===== src/rtl/sar_channel_scheduler_pkg.sv =====
// sar_sched_pkg: shared types and constants for the SAR channel scheduler.
//   sched_state_e : scheduler FSM states
//   DEF_*         : default build parameters
//   ch_w()        : width of a channel index, at least 1 bit
package sar_sched_pkg;

    localparam int unsigned DEF_N_CH          = 4;
    localparam int unsigned DEF_N_BITS        = 4;
    localparam int unsigned DEF_SETTLE_CYCLES = 2;

    typedef enum logic [2:0] {
        IDLE,
        SETTLE,
        SAMPLE,
        CONVERT,
        HOLD
    } sched_state_e;

    function automatic int unsigned ch_w(input int unsigned n);
        return (n < 2) ? 1 : $clog2(n);
    endfunction

endpackage


===== src/rtl/sar_channel_scheduler_if.sv =====
// sar_channel_scheduler_if: result handshake between the scheduler and its
// consumer.
//   RES_VALID  result available (driven by master)
//   RES_READY  consumer accepts result (driven by slave)
//   RES_DATA   N_BITS conversion result
//   RES_CH     channel tag of RES_DATA
interface sar_channel_scheduler_if #(
    parameter int unsigned N_CH   = sar_sched_pkg::DEF_N_CH,
    parameter int unsigned N_BITS = sar_sched_pkg::DEF_N_BITS
) ();

    localparam int unsigned CW = sar_sched_pkg::ch_w(N_CH);

    logic              RES_VALID;
    logic              RES_READY;
    logic [N_BITS-1:0] RES_DATA;
    logic [CW-1:0]     RES_CH;

    modport master (
        output RES_VALID,
        output RES_DATA,
        output RES_CH,
        input  RES_READY
    );

    modport slave (
        input  RES_VALID,
        input  RES_DATA,
        input  RES_CH,
        output RES_READY
    );

endinterface


===== src/rtl/sar_channel_scheduler_rr_arbiter.sv =====
// rr_arbiter: combinational round-robin pick.
//   REQ    in   N_CH  request vector
//   PTR    in   CW    highest-priority channel this round
//   GRANT  out  N_CH  one-hot winner (0 when no request)
//   IDX    out  CW    index of winner (0 when no request)
//   ANY    out  1     at least one request present
module rr_arbiter
    import sar_sched_pkg::*;
#(
    parameter int unsigned N_CH = DEF_N_CH
) (
    input  logic [N_CH-1:0]       REQ,
    input  logic [ch_w(N_CH)-1:0] PTR,
    output logic [N_CH-1:0]       GRANT,
    output logic [ch_w(N_CH)-1:0] IDX,
    output logic                  ANY
);

    localparam int unsigned CW = ch_w(N_CH);

    int unsigned c;

    // Scan channels starting at PTR and wrapping; the first set bit wins.
    always_comb begin
        GRANT = '0;
        IDX   = '0;
        ANY   = 1'b0;
        c     = 0;
        for (int unsigned k = 0; k < N_CH; k++) begin
            c = (32'(PTR) + k) % N_CH;
            if (!ANY && REQ[CW'(c)]) begin
                ANY            = 1'b1;
                IDX            = CW'(c);
                GRANT[CW'(c)]  = 1'b1;
            end
        end
    end

endmodule


===== src/rtl/sar_channel_scheduler.sv =====
// sar_channel_scheduler: time-shares one SAR ADC core across N_CH channels.
//   CLK, RESET  clock and synchronous active-high reset
//   REQ/GRANT   per-channel level request, one-cycle one-hot grant pulse
//   MUX_SEL     analog mux select, follows the latest grant
//   SAR_RESET   1 = cap DAC reset/track, 0 = converting/holding
//   DAC_CODE    trial code to the cap DAC; VCOMP comparator feedback
//   BUSY        high whenever the FSM is not idle
//   res         result handshake (RES_VALID/READY/DATA/CH)
// All outputs come straight from registers.
module sar_channel_scheduler
    import sar_sched_pkg::*;
#(
    parameter int unsigned N_CH          = DEF_N_CH,
    parameter int unsigned N_BITS        = DEF_N_BITS,
    parameter int unsigned SETTLE_CYCLES = DEF_SETTLE_CYCLES
) (
    input  logic                      CLK,
    input  logic                      RESET,
    input  logic [N_CH-1:0]           REQ,
    output logic [N_CH-1:0]           GRANT,
    output logic [ch_w(N_CH)-1:0]     MUX_SEL,
    output logic                      SAR_RESET,
    output logic [N_BITS-1:0]         DAC_CODE,
    input  logic                      VCOMP,
    output logic                      BUSY,
    sar_channel_scheduler_if.master   res
);

    localparam int unsigned CW          = ch_w(N_CH);
    localparam int unsigned SW          = ch_w(SETTLE_CYCLES);
    localparam int unsigned SETTLE_LAST = (SETTLE_CYCLES > 0) ? SETTLE_CYCLES - 1 : 0;
    localparam logic [N_BITS-1:0] MSB_MASK = N_BITS'(1) << (N_BITS - 1);

    sched_state_e      state_q, state_n;
    logic [SW-1:0]     cnt_q, cnt_n;
    logic [N_BITS-1:0] mask_q, mask_n;
    logic [N_BITS-1:0] work_q, work_n;
    logic [CW-1:0]     ptr_q, ptr_n;
    logic [N_CH-1:0]   grant_q, grant_n;
    logic [CW-1:0]     mux_q, mux_n;
    logic              sar_rst_q, sar_rst_n;
    logic [N_BITS-1:0] dac_q, dac_n;
    logic              busy_q, busy_n;
    logic              valid_q, valid_n;
    logic [N_BITS-1:0] data_q, data_n;
    logic [CW-1:0]     rch_q, rch_n;

    logic [N_CH-1:0]   arb_grant;
    logic [CW-1:0]     arb_idx;
    logic              arb_any;

    rr_arbiter #(.N_CH(N_CH)) u_arb (
        .REQ   (REQ),
        .PTR   (ptr_q),
        .GRANT (arb_grant),
        .IDX   (arb_idx),
        .ANY   (arb_any)
    );

    always_ff @(posedge CLK) begin
        if (RESET) begin
            state_q   <= IDLE;
            cnt_q     <= '0;
            mask_q    <= '0;
            work_q    <= '0;
            ptr_q     <= '0;
            grant_q   <= '0;
            mux_q     <= '0;
            sar_rst_q <= 1'b1;
            dac_q     <= '0;
            busy_q    <= 1'b0;
            valid_q   <= 1'b0;
            data_q    <= '0;
            rch_q     <= '0;
        end else begin
            state_q   <= state_n;
            cnt_q     <= cnt_n;
            mask_q    <= mask_n;
            work_q    <= work_n;
            ptr_q     <= ptr_n;
            grant_q   <= grant_n;
            mux_q     <= mux_n;
            sar_rst_q <= sar_rst_n;
            dac_q     <= dac_n;
            busy_q    <= busy_n;
            valid_q   <= valid_n;
            data_q    <= data_n;
            rch_q     <= rch_n;
        end
    end

    // Registered outputs are computed from the next state so they line up
    // with the state they describe.  mask_q is the one-hot bit under trial.
    always_comb begin
        state_n = state_q;
        cnt_n   = cnt_q;
        mask_n  = mask_q;
        work_n  = work_q;
        ptr_n   = ptr_q;
        grant_n = '0;
        mux_n   = mux_q;
        dac_n   = dac_q;
        valid_n = valid_q;
        data_n  = data_q;
        rch_n   = rch_q;

        case (state_q)
            IDLE: begin
                if (arb_any) begin
                    grant_n = arb_grant;
                    mux_n   = arb_idx;
                    ptr_n   = (arb_idx == CW'(N_CH - 1)) ? '0 : arb_idx + CW'(1);
                    if (SETTLE_CYCLES == 0) begin
                        state_n = SAMPLE;
                        dac_n   = '0;
                        work_n  = '0;
                    end else begin
                        state_n = SETTLE;
                        cnt_n   = SW'(SETTLE_LAST);
                    end
                end
            end
            SETTLE: begin
                if (cnt_q == '0) begin
                    state_n = SAMPLE;
                    dac_n   = '0;
                    work_n  = '0;
                end else begin
                    cnt_n = cnt_q - SW'(1);
                end
            end
            SAMPLE: begin
                state_n = CONVERT;
                mask_n  = MSB_MASK;
                dac_n   = MSB_MASK;
            end
            CONVERT: begin
                work_n = VCOMP ? (work_q | mask_q) : work_q;
                mask_n = mask_q >> 1;
                if (mask_q[0]) begin
                    state_n = HOLD;
                    dac_n   = work_n;
                    valid_n = 1'b1;
                    data_n  = work_n;
                    rch_n   = mux_q;
                end else begin
                    dac_n = work_n | (mask_q >> 1);
                end
            end
            HOLD: begin
                if (res.RES_READY) begin
                    state_n = IDLE;
                    valid_n = 1'b0;
                end
            end
            default: state_n = IDLE;
        endcase

        sar_rst_n = !((state_n == CONVERT) || (state_n == HOLD));
        busy_n    = (state_n != IDLE);
    end

    assign GRANT         = grant_q;
    assign MUX_SEL       = mux_q;
    assign SAR_RESET     = sar_rst_q;
    assign DAC_CODE      = dac_q;
    assign BUSY          = busy_q;
    assign res.RES_VALID = valid_q;
    assign res.RES_DATA  = data_q;
    assign res.RES_CH    = rch_q;

endmodule

===== src/flat_wrapper.sv =====
// flat-port wrapper written by rule: the top's interface ports become plain ports
module sar_channel_scheduler_flat import sar_sched_pkg::*;
#(
    parameter int unsigned N_CH          = DEF_N_CH,
    parameter int unsigned N_BITS        = DEF_N_BITS,
    parameter int unsigned SETTLE_CYCLES = DEF_SETTLE_CYCLES
)
  (CLK, RESET, REQ, GRANT, MUX_SEL, SAR_RESET, DAC_CODE, VCOMP, BUSY, res_RES_VALID, res_RES_DATA, res_RES_CH, res_RES_READY);
  sar_channel_scheduler_if #(.N_CH(N_CH), .N_BITS(N_BITS)) res_i ();
  input  logic CLK;
  input  logic RESET;
  input  logic [N_CH-1:0] REQ;
  output logic [N_CH-1:0] GRANT;
  output logic [ch_w(N_CH)-1:0] MUX_SEL;
  output logic SAR_RESET;
  output logic [N_BITS-1:0] DAC_CODE;
  input  logic VCOMP;
  output logic BUSY;
  output wire logic [$bits(res_i.RES_VALID)-1:0] res_RES_VALID;
  output wire logic [$bits(res_i.RES_DATA)-1:0] res_RES_DATA;
  output wire logic [$bits(res_i.RES_CH)-1:0] res_RES_CH;
  input wire logic [$bits(res_i.RES_READY)-1:0] res_RES_READY;
  assign res_RES_VALID = res_i.RES_VALID;
  assign res_RES_DATA = res_i.RES_DATA;
  assign res_RES_CH = res_i.RES_CH;
  assign res_i.RES_READY = res_RES_READY;
  sar_channel_scheduler #(.N_CH(N_CH), .N_BITS(N_BITS), .SETTLE_CYCLES(SETTLE_CYCLES)) u_core (.CLK(CLK), .RESET(RESET), .REQ(REQ), .GRANT(GRANT), .MUX_SEL(MUX_SEL), .SAR_RESET(SAR_RESET), .DAC_CODE(DAC_CODE), .VCOMP(VCOMP), .BUSY(BUSY), .res(res_i));
endmodule

===== config.mk =====
export PLATFORM = sky130hd
export DESIGN_NAME = sar_channel_scheduler_flat
export DESIGN_NICKNAME = d
export VERILOG_FILES = /design/src/rtl/sar_channel_scheduler_pkg.sv /design/src/rtl/sar_channel_scheduler_if.sv /design/src/rtl/sar_channel_scheduler_rr_arbiter.sv /design/src/rtl/sar_channel_scheduler.sv /design/src/flat_wrapper.sv
export SDC_FILE = /design/constraint.sdc
export NUM_CORES = 1
export LEC_CHECK = 0
export CORE_ASPECT_RATIO = 0.7
export CORE_MARGIN = 3
export CORE_UTILIZATION = 60
export DETAILED_ROUTE_END_ITERATION = 6
export DONT_BUFFER_PORTS = 1
export PLACE_DENSITY = 0.82
export SYNTH_ARGS = -nofsm -noshare
export SYNTH_HDL_FRONTEND = slang
export SYNTH_SLANG_ARGS = --single-unit

===== constraint.sdc =====
create_clock -name CLK -period 3.4 [get_ports CLK]
set_input_delay 0.34 -clock CLK [delete_from_list [all_inputs] [get_ports CLK]]
set_output_delay 0.34 -clock CLK [all_outputs]
set_load 0.02 [all_outputs]

==> results.yml, run 1 <==
status:
  status: "finished, final reports clean"
synthesis:
  ys_seq_elements: 33
  synth.most_common_cell: "nor2_1"
  synth.avg_cell_area_um2: 8.31
  synth_top_cell_area_share: 0.382
  synth_cells: 208
  yosysSeqAreaShare: 0.382
  synth_common_cells: "nor2_1, dfxtp_1, a21oi_1"
  ys_dominant_reg_cell: "dfxtp_1"
  yosys-top-cells-area: "dfxtp_1, nor2_1, a21oi_1"
  yosysUniqueCellTypes: 39
  synth-warning-count: 0
  syn-num-nets: 225
  yosysTopAreaCell: "dfxtp_1"
  syn_area_mm2: 0.00173
  synth_edf_count: 0
  ys_async_sr_fraction: 0
floorplan:
  die_w_um: 70.1
  chipHeight_um: 50.9
  io_pins: 27
  core_area_mm2: 0.00259
  start_util: 0.667
  row_count: 15
  dieArea_mm2: 0.00357
clocking:
  cts_tree: "done"
  cts.sinks: 33
  ctsHoldBuffers: 0
  htreeDepth: 2
  numCtsBuffers: 5
  root_buffer: "clkbuf_8"
  clk_pin_slew_ns: 0.08
  clock_latency_ns: 0.29
  cts_buffer_depth: 2
  cts_resized: 0
  post_cts_buffers: 0
sta:
  fin_crit_sh: 0.878
  maxSlewViolCount: 0
  hold_viol: 0
  worstMarginPinSlew_ns: 0.576
  rsz0062_at_grt: "no"
  final.min_clock_period_ns: 2.99
  worst_clock_skew_ns: 0.00999
  fmax_mhz: 335
  finalSetupTns_ns: 0
  setup_viol: 0
  maxSlewHeadroom: 0.605
placement:
  place_area_mm2: 0.00171
  gp_congestion: 0.901
  io_buffers: 0
  post-dp-hpwl_um: 2720
run:
  maxCapViolCount: 0
power:
  power_leakage_nw: 0.700
  ir_drop_uv: 436
  p_per_area_mw_per_mm2: 672
global_routing:
  antenna_found_initial: 0
  grt_pass1_vias: 1380
  grt-ovfl-total: 0
  grt_max_degree: 30
  grt_pass1_wl_um: 6360
  grt_usage: 0.228
critical_path:
  start_kind: "register"
  worst-r2r-setup-slack_ns: 0.41
  crit_fanout: 10
  critPathKind: "reg -> reg"
  crit_path_end_kind: "register"
  arrival_ns: 3.20
  required_ns: 3.61
detailed_routing:
  drc: 0
  ant_nets: 0
  routedWlPerCell_um: 16.0
  viasPerCell: 6.30
  wl_um: 3830
  drt-initial-drc-count: 131
  routed-via-count: 1513
  firstDrtPassIters: 4
finish:
  diodes: 0
  final_cell_area_mm2: 0.00180
  fin_nets: 222
  areaGrowthSynthToFinish_pct: 4.20
  drive_above_1_share: 0.102
hold_path:
  hold_path_class: "in -> reg"
[registers in the layout, indices dropped and copies added, names as in the netlist]
| name | flops |
|---|---|
| u_core.res.RES_DATA | 4 |
| u_core.MUX_SEL | 2 |
| u_core.SAR_RESET | 1 |
| u_core.BUSY | 1 |
| u_core.state_q | 3 |
| u_core.GRANT | 4 |
| u_core.mask_q | 4 |
| u_core.work_q | 4 |
| u_core.res.RES_CH | 2 |
| u_core.DAC_CODE | 4 |
| u_core.cnt_q | 1 |
| u_core.res.RES_VALID | 1 |
| u_core.ptr_q | 2 |
[area by class of cell]
class | count | area (um^2)
clock buffer | 5 | 68.8
clock inverter | 3 | 17.5
fill | 189 | 790
inverter | 7 | 26.3
multi-input combinational | 155 | 962
sequential | 33 | 661
tap | 34 | 42.5
timing repair buffer | 3 | 22.5
[worst paths after layout]
check | to | depth (start not counted) | startpoint
setup / recovery | u_core.ptr_q[0]$_SDFFE_PP0N_ | 8 | u_core.ptr_q[1]$_SDFFE_PP0N_
hold reg to reg | u_core.work_q[3]$_SDFFE_PP0P_ | 2 | u_core.work_q[3]$_SDFFE_PP0P_
hold / removal | u_core.res.RES_DATA[0]$_SDFFE_PP0P_ | 1 | RESET
setup reg to reg | u_core.ptr_q[0]$_SDFFE_PP0N_ | 8 | u_core.ptr_q[1]$_SDFFE_PP0N_
[worst max-delay path: stages, from the launching register on]
cell	delay, ns
dfxtp_1	0.34
inv_1	0.09
ha_1	0.49
mux4_2	0.65
o21ai_0	0.18
o21ai_0	0.14
ha_1	0.21
or4_2	0.63
a31oi_1	0.18
[layout by cell type (no fill, tap or decap), types with 3 or more instances in the layout]
cell,instances
nor2_1,35
nand3_1,7
a21o_1,3
a22oi_1,3
a31oi_1,3
nand4_1,3
inv_1,7
mux2i_1,6
nand3b_1,3
buf_4,3
a221o_2,4
a21oi_1,24
nor3_1,7
nand2_1,17
nand2b_1,4
a221oi_1,3
clkbuf_8,5
ha_1,9
o21ai_0,6
dfxtp_1,33
[report_power, final]
part           leakage [nW]  switching, mW  internal, mW
Combinational         0.388          0.240         0.170
Sequential            0.269         0.0748         0.433
Clock                0.0439          0.151         0.141
[stage by stage]
step,std cells,total power [mW],hold slack (ns),utilization,setup slack (ns)
2_1_floorplan,208,0.855,0.436,-,0.335
3_3_place_gp,232,0.900,0.415,0.662,0.596
3_5_place_dp,232,0.915,0.417,0.662,0.492
4_1_cts,240,1.20,0.112,0.695,0.473
5_1_grt,240,1.28,0.0972,0.695,0.299
6_report,240,1.21,0.108,0.695,0.414
[per-layer routing]
metal | routed length [um] | part of all wire | track usage | vias up
met5 | 0 | 0 | 0 | -
met4 | 59 | 0.015 | 0.0955 | 0
met3 | 378 | 0.099 | 0.0727 | 11
met2 | 1590 | 0.42 | 0.331 | 75
met1 | 1800 | 0.47 | 0.313 | 700
li1 | - | - | - | 727
[kinds of logic after synthesis]
group | count (synthesis) | synth area share
flip-flops | 33 | 0.382
multiplexers | 8 | 0.0608
AND/OR/NAND/NOR | 86 | 0.236
XOR/XNOR | 1 | 0.00507
buffers and inverters | 20 | 0.0608
adder cells (fa/ha/maj) | 9 | 0.0652
AO/OA/AOI/OAI | 51 | 0.190
Power figures use the tool's default switching activity.
==> inputs of run 2 (changes only) <==
--- a/config.mk
+++ b/config.mk
@@ -5,7 +5,6 @@
 export SDC_FILE = /design/constraint.sdc
 export NUM_CORES = 1
 export LEC_CHECK = 0
-export CORE_ASPECT_RATIO = 0.7
 export CORE_MARGIN = 3
 export CORE_UTILIZATION = 60
 export DETAILED_ROUTE_END_ITERATION = 6
==> run 2 against run 1 <==
Effect of this change: count of clock-buffer cells in the layout is 2 higher; total power up 1.8%; non-clock buffer count did not move; via count shrank 0.99%; global-route usage up 0.12 points; sequential share of layout area is 0.13 points higher; die area is 0.29% lower; combinational power up 2%; flip-flop and latch count did not move; critical endpoint unchanged; largest power group unchanged.
==> results.yml, run 2 (synthesized netlist as in run 1, its figures left out) <==
clocking:
  cts_tree: "done"
  clk_pin_slew_ns: 0.10
  cts_resized: 0
  post_cts_buffers: 0
  htreeDepth: 2
  clock_latency_ns: 0.34
  root_buffer: "clkbuf_4"
  numCtsBuffers: 5
  ctsHoldBuffers: 0
  cts.sinks: 33
  cts_buffer_depth: 2
status:
  status: "finished, final reports clean"
finish:
  multi_input_area_um2: 962
  fin_util: 0.687
  final_cell_mix: "nor2_1, dfxtp_1, a21oi_1, nand2_1, ha_1"
  fill_cells: 196
  layout.cells.non_filler: 236
  drive_above_1_share: 0.0971
  fin_nets: 222
  diodes: 0
  layout_commonest_cell: "nor2_1"
  areaGrowthSynthToFinish_pct: 3.84
  seqCellArea_um2: 661
detailed_routing:
  drt-initial-drc-count: 102
  routed-via-count: 1498
  viasPerCell: 6.35
  wl_um: 3770
  firstDrtPassIters: 4
  ant_nets: 0
  drc: 0
  routedWlPerCell_um: 16.0
critical_path:
  worst-r2r-setup-slack_ns: 0.35
  start_kind: "register"
  arrival_ns: 3.32
  critPathKind: "reg -> reg"
  crit_path_end_kind: "register"
  crit_fanout: 10
  required_ns: 3.67
placement:
  dp_slack_ns: 0.409
  dp_cells: 228
  gp_congestion: 0.845
  io_buffers: 0
  post-dp-hpwl_um: 2670
floorplan:
  die_w_um: 59.7
  core_area_mm2: 0.00261
  row_count: 18
  start_util: 0.661
  chipHeight_um: 59.7
  dieArea_mm2: 0.00356
  io_pins: 27
sta:
  maxSlewHeadroom: 0.657
  maxSlewViolCount: 0
  final.min_clock_period_ns: 3.05
  fin_crit_sh: 0.897
  finalWorstSetupSlack_ns: 0.351
  finalSetupTns_ns: 0
  fmax_mhz: 328
  hold_viol: 0
  rsz0062_at_grt: "no"
  setup_viol: 0
  worstMarginPinSlew_ns: 0.500
  worst_clock_skew_ns: 0.00957
global_routing:
  antenna_found_initial: 0
  grt_max_degree: 30
  grt_pass1_wl_um: 6150
  grt-ovfl-total: 0
  grt_pass1_vias: 1335
  grt_usage: 0.229
run:
  maxCapViolCount: 0
power:
  p_per_area_mw_per_mm2: 687
  power_leakage_nw: 0.702
  ir_drop_uv: 510
hold_path:
  hold_path_class: "in -> reg"
==> run 2: cell count changes in the layout (fill, tap and decap cells not counted), sizes merged <==
cell and change:
clkinvlp -1, clkbuf +2, bufinv +1, clkinv -2
==> run 2: power by group <==
group / internal, mW / switching, mW / leakage, nW
combinational: 0.172 / 0.245 / 0.388
clock: 0.176 / 0.133 / 0.0455
sequential: 0.433 / 0.0735 / 0.269
==> run 2: final timing paths <==
path / endpoint / depth (start not counted) / startpoint
setup / recovery: u_core.ptr_q[0]$_SDFFE_PP0N_ / 8 / u_core.ptr_q[1]$_SDFFE_PP0N_
hold / removal: u_core.res.RES_CH[0]$_SDFFE_PP0P_ / 1 / RESET
setup reg to reg: u_core.ptr_q[0]$_SDFFE_PP0N_ / 8 / u_core.ptr_q[1]$_SDFFE_PP0N_
hold reg to reg: u_core.work_q[3]$_SDFFE_PP0P_ / 2 / u_core.work_q[3]$_SDFFE_PP0P_
==> run 2: metrics by stage <==
stage | total power [mW] | cell area, um^2 | hold slack [ns]
after floorplan | 0.855 | 1730 | 0.436
after global placement | 0.893 | 1710 | 0.412
after detailed placement | 0.918 | 1710 | 0.415
after CTS | 1.22 | 1790 | 0.0532
after global routing | 1.30 | 1790 | 0.0411
final | 1.23 | 1790 | 0.0508
==> run 2: cell type report <==
class                      instances  area share
multi-input combinational        155       0.536
inverter                           7      0.0146
clock buffer                       7      0.0307
tap                               30      0.0209
clock inverter                     1      0.0167
sequential                        33       0.368
timing repair buffer               3      0.0126
==> run 2: worst max-delay path, stage by stage, from the launching register on <==
cell	delay, ns
dfxtp_1	0.38
inv_1	0.11
ha_1	0.49
mux4_2	0.65
o21ai_0	0.20
o21ai_0	0.12
ha_1	0.20
or4_2	0.64
a31oi_1	0.18
==> run 2: layer usage <==
layer	part of all wire	up-vias	wire length, um	GRT usage
met5	0	-	0	0
met4	0.017	0	63	0.104
met3	0.096	7	362	0.0670
met2	0.46	67	1720	0.340
met1	0.43	692	1620	0.306
li1	-	732	-	-
==> inputs of run 3 (changes only) <==
--- a/config.mk
+++ b/config.mk
@@ -9,7 +9,9 @@
 export CORE_UTILIZATION = 60
 export DETAILED_ROUTE_END_ITERATION = 6
 export DONT_BUFFER_PORTS = 1
+export HOLD_SLACK_MARGIN = 0.03
 export PLACE_DENSITY = 0.82
 export SYNTH_ARGS = -nofsm -noshare
 export SYNTH_HDL_FRONTEND = slang
+export SYNTH_HIERARCHICAL = 1
 export SYNTH_SLANG_ARGS = --single-unit
==> run 3 against run 2 <==
Effect of this change: die area shrank 0.99%; total power grew 8.4%; highest routed layer unchanged; via count shrank 12%; largest cell class unchanged.
==> results.yml, run 3 <==
global_routing:
  grt-ovfl-total: 0
  grt_usage: 0.202
  grt_pass1_wl_um: 5350
  grt_pass1_vias: 1268
  grt_max_degree: 29
  antenna_found_initial: 0
power:
  p_int_mw: 0.801
  power_leakage_nw: 0.636
  ir_drop_uv: 621
  power.share.switching: 0.400
  p_per_area_mw_per_mm2: 764
  p_switching_mw: 0.535
  pwr-share-clk: 0.185
  seqPwrFrac: 0.411
  p_comb_frac: 0.404
finish:
  layout.cells.non_filler: 210
  final_cell_area_mm2: 0.00175
  areaGrowthSynthToFinish_pct: 2.27
  layout_commonest_cell: "dfxtp_1"
  drive_above_1_share: 0.111
  final_cell_mix: "dfxtp_1, nor2_1, a21oi_1, a22oi_1"
  diodes: 0
  fin_nets: 193
  fin_util: 0.675
  fill_cells: 218
sta:
  final.min_clock_period_ns: 2.93
  setup_viol: 0
  worstMarginPinSlew_ns: 0.685
  finalSetupTns_ns: 0
  hold_viol: 0
  fin_crit_sh: 0.863
  rsz0062_at_grt: "no"
  worst_clock_skew_ns: 0.00946
  maxSlewViolCount: 0
  fmax_mhz: 341
  maxSlewHeadroom: 0.543
detailed_routing:
  drt-initial-drc-count: 118
  viasPerCell: 6.30
  wl_um: 3270
  routedWlPerCell_um: 15.6
  drc: 0
  firstDrtPassIters: 4
  ant_nets: 0
  routed-via-count: 1323
synthesis:
  synth.most_common_cell: "dfxtp_1"
  yosysUniqueCellTypes: 43
  yosysTopAreaCell: "dfxtp_1"
  synth_common_cells: "dfxtp_1, nor2_1, a21oi_1"
  yosys-top-cells-area: "dfxtp_1, nor2_1, a22oi_1"
  synth_top_cell_area_share: 0.387
  ys_async_sr_fraction: 0
  synth_cells: 183
  synth.avg_cell_area_um2: 9.34
  syn_area_mm2: 0.00171
  synth-warning-count: 6
  synth_edf_count: 0
  yosysSeqAreaShare: 0.387
  syn-num-nets: 197
  ys_dominant_reg_cell: "dfxtp_1"
  ys_seq_elements: 33
clocking:
  cts_resized: 0
  cts_buffer_depth: 2
  root_buffer: "clkbuf_4"
  post_cts_buffers: 0
  clk_pin_slew_ns: 0.10
  cts_tree: "done"
  ctsHoldBuffers: 0
  htreeDepth: 2
  cts.sinks: 33
  clock_latency_ns: 0.33
  numCtsBuffers: 5
placement:
  post-dp-hpwl_um: 2380
  dp_cells: 202
  gp_congestion: 0.893
  io_buffers: 0
  place_area_mm2: 0.00168
floorplan:
  start_util: 0.660
  row_count: 18
  io_pins: 27
  die_w_um: 59.4
  dieArea_mm2: 0.00352
  chipHeight_um: 59.4
  core_area_mm2: 0.00259
critical_path:
  start_kind: "register"
  crit_fanout: 13
  critPathKind: "reg -> reg"
  r2r_start: "u_core/ptr_q[0]$_SDFFE_PP0P_"
  startpoint: "u_core/ptr_q[0]$_SDFFE_PP0P_"
  required_ns: 3.63
  crit_path_end_kind: "register"
  arrival_ns: 3.16
run:
  maxCapViolCount: 0
hold_path:
  hold_path_class: "in -> reg"
  hold_start: "RESET"
status:
  status: "finished, final reports clean"
## run 3: final timing paths
kind	to	slack (ns)	depth (start not counted)
max	u_core/ptr_q[1]$_SDFFE_PP0P_	0.47	9
min	u_core/mask_q[2]$_SDFFE_PP0P_	0.06	1
max reg2reg	u_core/ptr_q[1]$_SDFFE_PP0P_	0.47	9
min reg2reg	u_core/mask_q[1]$_SDFFE_PP0P_	0.50	2
## run 3: layer usage
layer	global-route usage	vias up	share of wire
li1	-	658	-
met5	0	-	0
met1	0.248	614	0.45
met3	0.0763	2	0.084
met4	0.100	0	0.0043
met2	0.307	49	0.47
## run 3: kinds of logic after synthesis
| kind of cell | share of synthesized area |
|---|---|
| buf+inv | 0.0512 |
| compound gates | 0.192 |
| simple gates | 0.215 |
| mux | 0.111 |
| fa+ha+maj | 0.0439 |
| flops | 0.387 |
## run 3: area by class of cell
cell class	count	area, um^2	share of cell area
sequential	33	661	0.378
multi-input combinational	134	961	0.550
tap	30	37.5	0.0215
clock inverter	1	5.00	0.00286
clock buffer	7	65.1	0.0372
inverter	5	18.8	0.0107
## run 3: power by group through the flow
| stage | logic, mW | registers [mW] | clock network [mW] |
|---|---|---|---|
| floorplan | 0.520 | 0.510 | 0 |
| global placement | 0.504 | 0.554 | 0 |
| detailed placement | 0.532 | 0.559 | 0 |
| CTS | 0.534 | 0.549 | 0.257 |
| global route | 0.598 | 0.561 | 0.267 |
| finish | 0.540 | 0.549 | 0.248 |
## run 3: worst max-delay path, stage by stage, from the launching register on
cell	delay (ns)
dfxtp_1	0.66
inv_1	0.17
ha_1	0.38
mux4_2	0.44
nor4b_4	0.40
nor2_1	0.08
a32o_1	0.25
ha_1	0.27
mux2i_1	0.13
nor2_1	0.06
## run 3: per-stage QoR
step	hold slack, ns	setup WS [ns]	power (mW)
2_1_floorplan	0.455	0.858	1.03
3_3_place_gp	0.411	0.629	1.06
3_5_place_dp	0.411	0.469	1.09
4_1_cts	0.0464	0.470	1.34
5_1_grt	0.0309	0.235	1.43
6_report	0.0600	0.467	1.34
